## src/rtl/mem_port_arbiter_if.sv

```systemverilog
// -----------------------------------------------------------------------------
// mem_port_arbiter_if
//
// Bundles the three request/response channels that meet at the memory port
// arbiter:
//   I-side : i_read, i_address            -> i_rdata, i_resp
//   D-side : d_read, d_write, d_byte_enable, d_address, d_wdata
//                                         -> d_rdata, d_resp
//   Memory : mem_read, mem_write, mem_byte_enable, mem_address, mem_wdata
//                                         <- mem_resp, mem_rdata
//
// Modports:
//   slave  - the arbiter's view: takes requester requests and memory
//            completions, drives requester responses and the memory strobes.
//   master - the environment's view (CPU stages plus memory): the mirror
//            image of slave.
// -----------------------------------------------------------------------------
interface mem_port_arbiter_if;

  // I-side (instruction fetch, read-only)
  logic        i_read;
  logic [31:0] i_address;
  logic [31:0] i_rdata;
  logic        i_resp;

  // D-side (data load/store)
  logic        d_read;
  logic        d_write;
  logic [3:0]  d_byte_enable;
  logic [31:0] d_address;
  logic [31:0] d_wdata;
  logic [31:0] d_rdata;
  logic        d_resp;

  // Shared physical memory port
  logic        mem_read;
  logic        mem_write;
  logic [3:0]  mem_byte_enable;
  logic [31:0] mem_address;
  logic [31:0] mem_wdata;
  logic        mem_resp;
  logic [31:0] mem_rdata;

  modport slave (
    input  i_read, i_address,
    output i_rdata, i_resp,
    input  d_read, d_write, d_byte_enable, d_address, d_wdata,
    output d_rdata, d_resp,
    output mem_read, mem_write, mem_byte_enable, mem_address, mem_wdata,
    input  mem_resp, mem_rdata
  );

  modport master (
    output i_read, i_address,
    input  i_rdata, i_resp,
    output d_read, d_write, d_byte_enable, d_address, d_wdata,
    input  d_rdata, d_resp,
    input  mem_read, mem_write, mem_byte_enable, mem_address, mem_wdata,
    output mem_resp, mem_rdata
  );

endinterface : mem_port_arbiter_if

```

## src/rtl/mem_port_arbiter.sv

```systemverilog
// -----------------------------------------------------------------------------
// mem_port_arbiter
//
// Shares one physical memory port between the instruction-fetch requester
// (I-side, read-only) and the data load/store requester (D-side, read/write).
// Both requesters hold their request level until they see their resp pulse.
//
// Arbitration favours the D-side. A saturating streak counter tracks how many
// consecutive D grants were given while the I-side was also waiting; once it
// reaches MAX_D_STREAK the I-side wins the next contested arbitration.
//
// Every grant is followed by exactly one IDLE cycle, so a new strobe can
// appear no earlier than two cycles after the previous resp.
//
// Ports:
//   clk  - clock, all state on the rising edge
//   rst  - asynchronous active-high reset
//   bus  - mem_port_arbiter_if.slave: I-side, D-side and memory channels
//
// Parameters:
//   MAX_D_STREAK - contested D grants allowed before I is forced to win (1..15)
// -----------------------------------------------------------------------------
module mem_port_arbiter #(
  parameter int unsigned MAX_D_STREAK = 4
) (
  input  logic                  clk,
  input  logic                  rst,
  mem_port_arbiter_if.slave     bus
);

  typedef enum logic [1:0] {
    IDLE    = 2'd0,
    SERVE_I = 2'd1,
    SERVE_D = 2'd2
  } state_e;

  localparam logic [3:0] STREAK_MAX = 4'(MAX_D_STREAK);

  state_e      state_q, state_d;
  logic [3:0]  streak_q, streak_d;

  logic        i_req;
  logic        d_req;
  logic        streak_full;
  logic [3:0]  streak_inc;

  // Combinational outputs before they are placed on the interface.
  logic        mem_read_c;
  logic        mem_write_c;
  logic [3:0]  mem_byte_enable_c;
  logic [31:0] mem_address_c;
  logic [31:0] mem_wdata_c;
  logic        i_resp_c;
  logic        d_resp_c;

  assign i_req       = bus.i_read;
  assign d_req       = bus.d_read | bus.d_write;
  assign streak_full = (streak_q == STREAK_MAX);
  assign streak_inc  = streak_full ? streak_q : streak_q + 4'd1;

  // ---------------------------------------------------------------------------
  // State and streak registers. Reset returns to IDLE, which by construction
  // drives every memory strobe low, so an in-flight mem_resp that lands after
  // reset finds nothing to complete.
  // ---------------------------------------------------------------------------
  // NOTE: sequential state uses non-blocking (<=) so every register samples
  // the pre-edge values of the others, independent of statement order.
  always_ff @(posedge clk or posedge rst) begin
    if (rst) begin
      state_q  <= IDLE;
      streak_q <= 4'd0;
    end else begin
      state_q  <= state_d;
      streak_q <= streak_d;
    end
  end

  // ---------------------------------------------------------------------------
  // Next-state and output decode.
  // ---------------------------------------------------------------------------
  // NOTE: every signal written here gets a default first; without it a path
  // that skips an assignment would infer a latch.
  always_comb begin
    state_d           = state_q;
    streak_d          = streak_q;
    mem_read_c        = 1'b0;
    mem_write_c       = 1'b0;
    mem_byte_enable_c = 4'b0000;
    mem_address_c     = 32'd0;
    mem_wdata_c       = 32'd0;
    i_resp_c          = 1'b0;
    d_resp_c          = 1'b0;

    unique case (state_q)
      IDLE: begin
        // Memory port is quiet here; any stray mem_resp is simply dropped.
        if (d_req && !(i_req && streak_full)) begin
          state_d  = SERVE_D;
          // Only a contested D win lengthens the streak.
          streak_d = i_req ? streak_inc : 4'd0;
        end else if (i_req) begin
          state_d  = SERVE_I;
          streak_d = 4'd0;
        end
      end

      SERVE_I: begin
        // Strobe follows the live request; the grant itself is held until
        // mem_resp even if the fetch is withdrawn.
        mem_read_c        = bus.i_read;
        mem_address_c     = bus.i_address;
        mem_byte_enable_c = 4'b1111;
        i_resp_c          = bus.mem_resp;
        if (bus.mem_resp) begin
          state_d = IDLE;
        end
      end

      SERVE_D: begin
        // A simultaneous read+write is illegal; the write takes priority.
        mem_read_c        = bus.d_read & ~bus.d_write;
        mem_write_c       = bus.d_write;
        mem_address_c     = bus.d_address;
        mem_byte_enable_c = bus.d_byte_enable;
        mem_wdata_c       = bus.d_wdata;
        d_resp_c          = bus.mem_resp;
        if (bus.mem_resp) begin
          state_d = IDLE;
        end
      end

      default: begin
        state_d = IDLE;
      end
    endcase
  end

  // ---------------------------------------------------------------------------
  // Interface drive. Read data is a straight wire to both sides; each
  // consumer qualifies it with its own resp.
  // ---------------------------------------------------------------------------
  assign bus.mem_read        = mem_read_c;
  assign bus.mem_write       = mem_write_c;
  assign bus.mem_byte_enable = mem_byte_enable_c;
  assign bus.mem_address     = mem_address_c;
  assign bus.mem_wdata       = mem_wdata_c;
  assign bus.i_resp          = i_resp_c;
  assign bus.d_resp          = d_resp_c;
  assign bus.i_rdata         = bus.mem_rdata;
  assign bus.d_rdata         = bus.mem_rdata;

endmodule : mem_port_arbiter
```

## src/flat_wrapper.sv

```systemverilog
// flat-port wrapper written by rule: the top's interface ports become plain ports
module mem_port_arbiter_flat 
#(
  parameter int unsigned MAX_D_STREAK = 4
)
  (clk, rst, bus_i_read, bus_i_address, bus_i_rdata, bus_i_resp, bus_d_read, bus_d_write, bus_d_byte_enable, bus_d_address, bus_d_wdata, bus_d_rdata, bus_d_resp, bus_mem_read, bus_mem_write, bus_mem_byte_enable, bus_mem_address, bus_mem_wdata, bus_mem_resp, bus_mem_rdata);
  mem_port_arbiter_if bus_i ();
  input  logic clk;
  input  logic rst;
  input wire logic [$bits(bus_i.i_read)-1:0] bus_i_read;
  input wire logic [$bits(bus_i.i_address)-1:0] bus_i_address;
  output wire logic [$bits(bus_i.i_rdata)-1:0] bus_i_rdata;
  output wire logic [$bits(bus_i.i_resp)-1:0] bus_i_resp;
  input wire logic [$bits(bus_i.d_read)-1:0] bus_d_read;
  input wire logic [$bits(bus_i.d_write)-1:0] bus_d_write;
  input wire logic [$bits(bus_i.d_byte_enable)-1:0] bus_d_byte_enable;
  input wire logic [$bits(bus_i.d_address)-1:0] bus_d_address;
  input wire logic [$bits(bus_i.d_wdata)-1:0] bus_d_wdata;
  output wire logic [$bits(bus_i.d_rdata)-1:0] bus_d_rdata;
  output wire logic [$bits(bus_i.d_resp)-1:0] bus_d_resp;
  output wire logic [$bits(bus_i.mem_read)-1:0] bus_mem_read;
  output wire logic [$bits(bus_i.mem_write)-1:0] bus_mem_write;
  output wire logic [$bits(bus_i.mem_byte_enable)-1:0] bus_mem_byte_enable;
  output wire logic [$bits(bus_i.mem_address)-1:0] bus_mem_address;
  output wire logic [$bits(bus_i.mem_wdata)-1:0] bus_mem_wdata;
  input wire logic [$bits(bus_i.mem_resp)-1:0] bus_mem_resp;
  input wire logic [$bits(bus_i.mem_rdata)-1:0] bus_mem_rdata;
  assign bus_i.i_read = bus_i_read;
  assign bus_i.i_address = bus_i_address;
  assign bus_i_rdata = bus_i.i_rdata;
  assign bus_i_resp = bus_i.i_resp;
  assign bus_i.d_read = bus_d_read;
  assign bus_i.d_write = bus_d_write;
  assign bus_i.d_byte_enable = bus_d_byte_enable;
  assign bus_i.d_address = bus_d_address;
  assign bus_i.d_wdata = bus_d_wdata;
  assign bus_d_rdata = bus_i.d_rdata;
  assign bus_d_resp = bus_i.d_resp;
  assign bus_mem_read = bus_i.mem_read;
  assign bus_mem_write = bus_i.mem_write;
  assign bus_mem_byte_enable = bus_i.mem_byte_enable;
  assign bus_mem_address = bus_i.mem_address;
  assign bus_mem_wdata = bus_i.mem_wdata;
  assign bus_i.mem_resp = bus_mem_resp;
  assign bus_i.mem_rdata = bus_mem_rdata;
  mem_port_arbiter #(.MAX_D_STREAK(MAX_D_STREAK)) u_core (.clk(clk), .rst(rst), .bus(bus_i));
endmodule
```

## config.mk

```make
export PLATFORM = sky130hd
export DESIGN_NAME = mem_port_arbiter_flat
export DESIGN_NICKNAME = d
export VERILOG_FILES = /design/src/rtl/mem_port_arbiter_if.sv /design/src/rtl/mem_port_arbiter.sv /design/src/flat_wrapper.sv
export SDC_FILE = /design/constraint.sdc
export NUM_CORES = 1
export LEC_CHECK = 0
export ABC_AREA = 1
export CAP_MARGIN = 20
export CORE_AREA = 2 2 105 107
export DETAILED_ROUTE_END_ITERATION = 6
export DIE_AREA = 0 0 107 109
export SETUP_SLACK_MARGIN = 0.3
export SLEW_MARGIN = 20
export SYNTH_ARGS = -nofsm -noshare
export SYNTH_HDL_FRONTEND = slang
export SYNTH_SLANG_ARGS = --single-unit
```

## constraint.sdc

```tcl
create_clock -name clk -period 1.4 [get_ports clk]
set_input_delay 0.28 -clock clk [delete_from_list [all_inputs] [get_ports clk]]
set_output_delay 0.28 -clock clk [all_outputs]
set_load 0.02 [all_outputs]
```

# Word level (Yosys, flattened, before mapping)
# Cells that the tools add are included.
# totals
word_cells	35
register_bits	6
input_bits	138
out_inout_bits	136
# op_classes
mux	15
add_sub_neg	1
bitwise_logic	3
eq_ne	6
n_reduce_logical	8
# op_table
cell	n
$pmux W32 S2	1
$mux W32	1
$mux W4	4
$pmux W4 S2	1
$mux W2	3
$add A4 B1 Y4 const B	1
$eq A4 B3 Y1 const B	1
$pmux W2 S2	1
$mux W1	3
$ne A3 B2 Y1 const B	1
$ne A3 B3 Y1 const B	1
$reduce_and A3 Y1	1
$eq A2 B1 Y1 const B	1
$eq A2 B2 Y1 const B	1
$logic_and A1 B1 Y1	2
$logic_not A2 Y1	1
$ne A2 B1 Y1 const B	1
$pmux W1 S2	1
$reduce_and A2 Y1	1
$reduce_bool A2 Y1	1
$reduce_or A2 Y1	1
$and A1 B1 Y1	1
$logic_not A1 Y1	1
$not A1 Y1	1
$or A1 B1 Y1	1

# Logic depth before layout (Yosys ltp)
# Gate-level depths: netlist of the first run.
# logic_depth
depth_word	6
depth_mapped	7
mapped_depth_nobuf	7

# Worst setup path before layout of the first run
# Ideal clock, no wire load.
# synth_timing
path_kind	register to output
start	register u_core.state_q[0]
end	output bus_mem_address[10]
path_buffers	2
setup_slack_ns	-0.241
required_ns	1.120
stages_incl_launch_ff	7
arrival_ns	1.361
path_cell_list	dfrtp_1 -> inv_1 -> ha_1 -> inv_1 -> buf_2 -> buf_2 -> a21oi_1
# synth_between
elab_chain_len	2
elab_cells_between_ends	3
cone_classes	2 x eq/ne; 1 x mux
# synth_rtl
item	line_no	rtl
from (decl)	mem_port_arbiter.sv:39	state_e state_q, state_d;
from (signal assigned)	mem_port_arbiter.sv:73	state_q <= state_d;
$eq A2 B2 Y1 / $eq A2 B1 Y1 (equally long branches)	mem_port_arbiter.sv:94	unique case (state_q)
$pmux W32 S2 *	mem_port_arbiter.sv:94	
to (decl)	flat_wrapper.sv:24	output wire logic [$bits(bus_i.mem_address)-1:0] bus_mem_address;
# Mark *: on every way between the ends. The rest lies on a longest branch, timed or not.

# Worst setup path after layout of the first run
# layout_timing
start	register u_core.state_q[0]
end	output bus_mem_address[22]
# The elaborated chain is that of the path after synthesis.

==> metrics.yaml, run 1 <==
grt-ovfl-total: 0
layout.nets: 592
worst_slack_ps: -411
post-place-cells: 568
track_usage: 0.125
synth_cells: 317
cts_tree: "yes"
cts.sinks: 6
cp-start-kind: "register"
hold_slack_ps: 287
wire_per_inst_um: 14.3
clkPwrFrac: 0.034
core_sq_um: 10600
first_pass_iters: 4
clock_skew_ps: 0.884
syn_avg_cell_area_sq_um: 5.44
p_seq_frac: 0.036
grt_start_max_net_pins: 26
place_area_sq_um: 3700
synthTopCellsByArea: "buf_4 (29%), nand2_1 (26%), a21oi_1 (11%)"
ys_ff_latch: 6
diodes: 0
cp-end-kind: "output pin"
slew_violations: 0
p_total_mw: 7.86
crit_type: "register to output pin"
required_ps: 1120
vdd_drop_max_mv: 1.04
ys_warn_count: 0
mostFrequentLayoutCells: "clkdlybuf4s50_1 (102), nand2_1 (65), buf_6 (61), nand2_2 (54), inv_2 (40)"
period_minus_slack_ps: 1810
synth_top_area_cell: "buf_4"
reg2reg_depth: 8
yosysUniqueCellTypes: 18
power_density_nw_per_um2: 1850
area_delta_synth_final_pct: 146
p_int_mw: 3.89
num_rows: 38
violations: "setup timing"
drt-initial-drc-count: 47
status: "finished, violations left"
max-slew-margin-rel: 0.767
ctsLongestPathBuffers: 2
fp.dieW_um: 107
gp_congestion: 0.770
fillers: 1079
synth.top_cell.area_share: 0.292
drv_cap: 0
grt_pass1_wl_mm: 11.9
vias_per_cell: 4.01
switching_share: 0.505
htree_num_levels: 1
clk_pin_slew_ps: 40
initial_core_util: 0.163
power_switching_mw: 3.97
stdcell_count: 587
worstMarginPinSlew_ps: 350
p_leak_nw: 1.81
grt_pass1_vias: 2416
final_common_cell: "clkdlybuf4s50_1"
vias: 2356
post-route-period-util: 1.29
yosysSeqAreaShare: 0.0871
die_y_um: 109
dpl.hpwl_mm: 6.35
layout-drive-gt1-share: 0.559
clock.fmax_mhz: 552
rsz0062_at_grt: "yes"
wl_mm: 8.42
worstPathArrival_ps: 1530
synth_fp_nets: 460
cts-root-buf: "clkbuf_8"
drtAntennaViolNets: 0
setup_violations: 74
hold_class: "input pin to asynchronous set/reset pin"
synth_area_sq_um: 1720
antenna_found_initial: 0
comb_power_share: 0.930
ctsHoldBuffers: 0
port_buffers: 177
crit_fanout: 8
die_area_sq_um: 11700
numCtsBuffers: 3
drc_errors: 0
worstSkewPairLatency_ps: 230
hold_viol: 0
fin_area_sq_um: 4250
io_pins: 274
critical path, stage by stage, from the launching register on:
cell and delay, ps:
dfrtp_1 390, inv_2 110, ha_4 200, buf_12 120
buf_16 140, nand2_1 90, a21oi_4 130, buf_6 130
metal layers:
metal / wire, um / GRT usage
met1: 3210 / 0.141
met2: 4470 / 0.237
met3: 582 / 0.0263
met5: 0 / 0
met4: 162 / 0.0371
cells by family (layout without fill, tap and decap cells):
group / after synthesis / count (layout) / share of synthesized area
AOI/OAI and AO/OA: 40 / 40 / 0.125
adders and majority gates: 5 / 5 / 0.0363
buffers and inverters: 128 / 258 / 0.434
DFF: 6 / 6 / 0.0871
and+or+nand+nor: 137 / 137 / 0.313
xor gates and xnor gates: 1 / 1 / 0.00508
path summary, 6_finish.rpt:
check / startpoint / endpoint / slack, ps
max: u_core.state_q[0] / bus_mem_address[22] / -410
min: rst / u_core.streak_q[2] / 290
max reg2reg: u_core.state_q[1] / u_core.state_q[0] / -130
max in group asynchronous: rst / u_core.streak_q[3] / 900
min in group clk: u_core.streak_q[0] / u_core.streak_q[0] / 530
min reg2reg: u_core.streak_q[0] / u_core.streak_q[0] / 530
cells in the mapped netlist:
library cell,number
inv_1,47
inv_2,1
nand3b_1,1
buf_4,67
or2_1,1
nor2_1,6
o21ai_1,1
nand2_1,120
nand2_2,1
nand3_1,7
a21oi_1,37
a21oi_4,1
xnor2_1,1
buf_2,13
nor2_4,1
ha_1,5
o21ai_2,1
dfrtp_1,6
stage by stage:
step / TNS (ps) / util / worst slack (ps)
2_1_floorplan: -2470 / - / -80.4
3_3_place_gp: -44910 / 0.349 / -663
3_5_place_dp: -47110 / 0.349 / -700
4_1_cts: -26790 / 0.375 / -425
5_1_grt: -30850 / 0.401 / -475
6_report: -26730 / 0.401 / -411
sequential cells by signal, indices dropped and copies added (netlist names):
register	count
u_core.state_q	2
u_core.streak_q	4
power by group through the flow:
stage	clock, mW	combinational [mW]	sequential [mW]
2_1_floorplan	0	4.17	0.270
3_3_place_gp	0	5.55	0.278
3_5_place_dp	0	5.61	0.283
4_1_cts	0.270	6.63	0.278
5_1_grt	0.283	7.77	0.292
6_report	0.267	7.31	0.282
cell type report:
| cell class | count | area, sq um | area share |
|---|---|---|---|
| timing repair buffer | 207 | 2250 | 0.529 |
| multi-input combinational | 183 | 1440 | 0.339 |
| sequential | 6 | 150 | 0.0353 |
| clock buffer | 3 | 41.3 | 0.00972 |
| tap | 140 | 175 | 0.0412 |
| inverter | 48 | 195 | 0.0459 |
timing repair:
action                                  in CTS  in global routing
setup buffers                                7                  2
endpoints found under the setup margin      78                 78
gates resized for setup                    446                 47
pin swaps                                    7                  7
gates cloned                                 3                  4
No activity file was read; power rests on OpenSTA's default activity.
==> inputs of run 2 (changes only) <==
CTS_CLUSTER_SIZE = 14   (was unset)
==> results of run 2 <==
No change in the layout: final DEF, timing and power equal those of run 1.
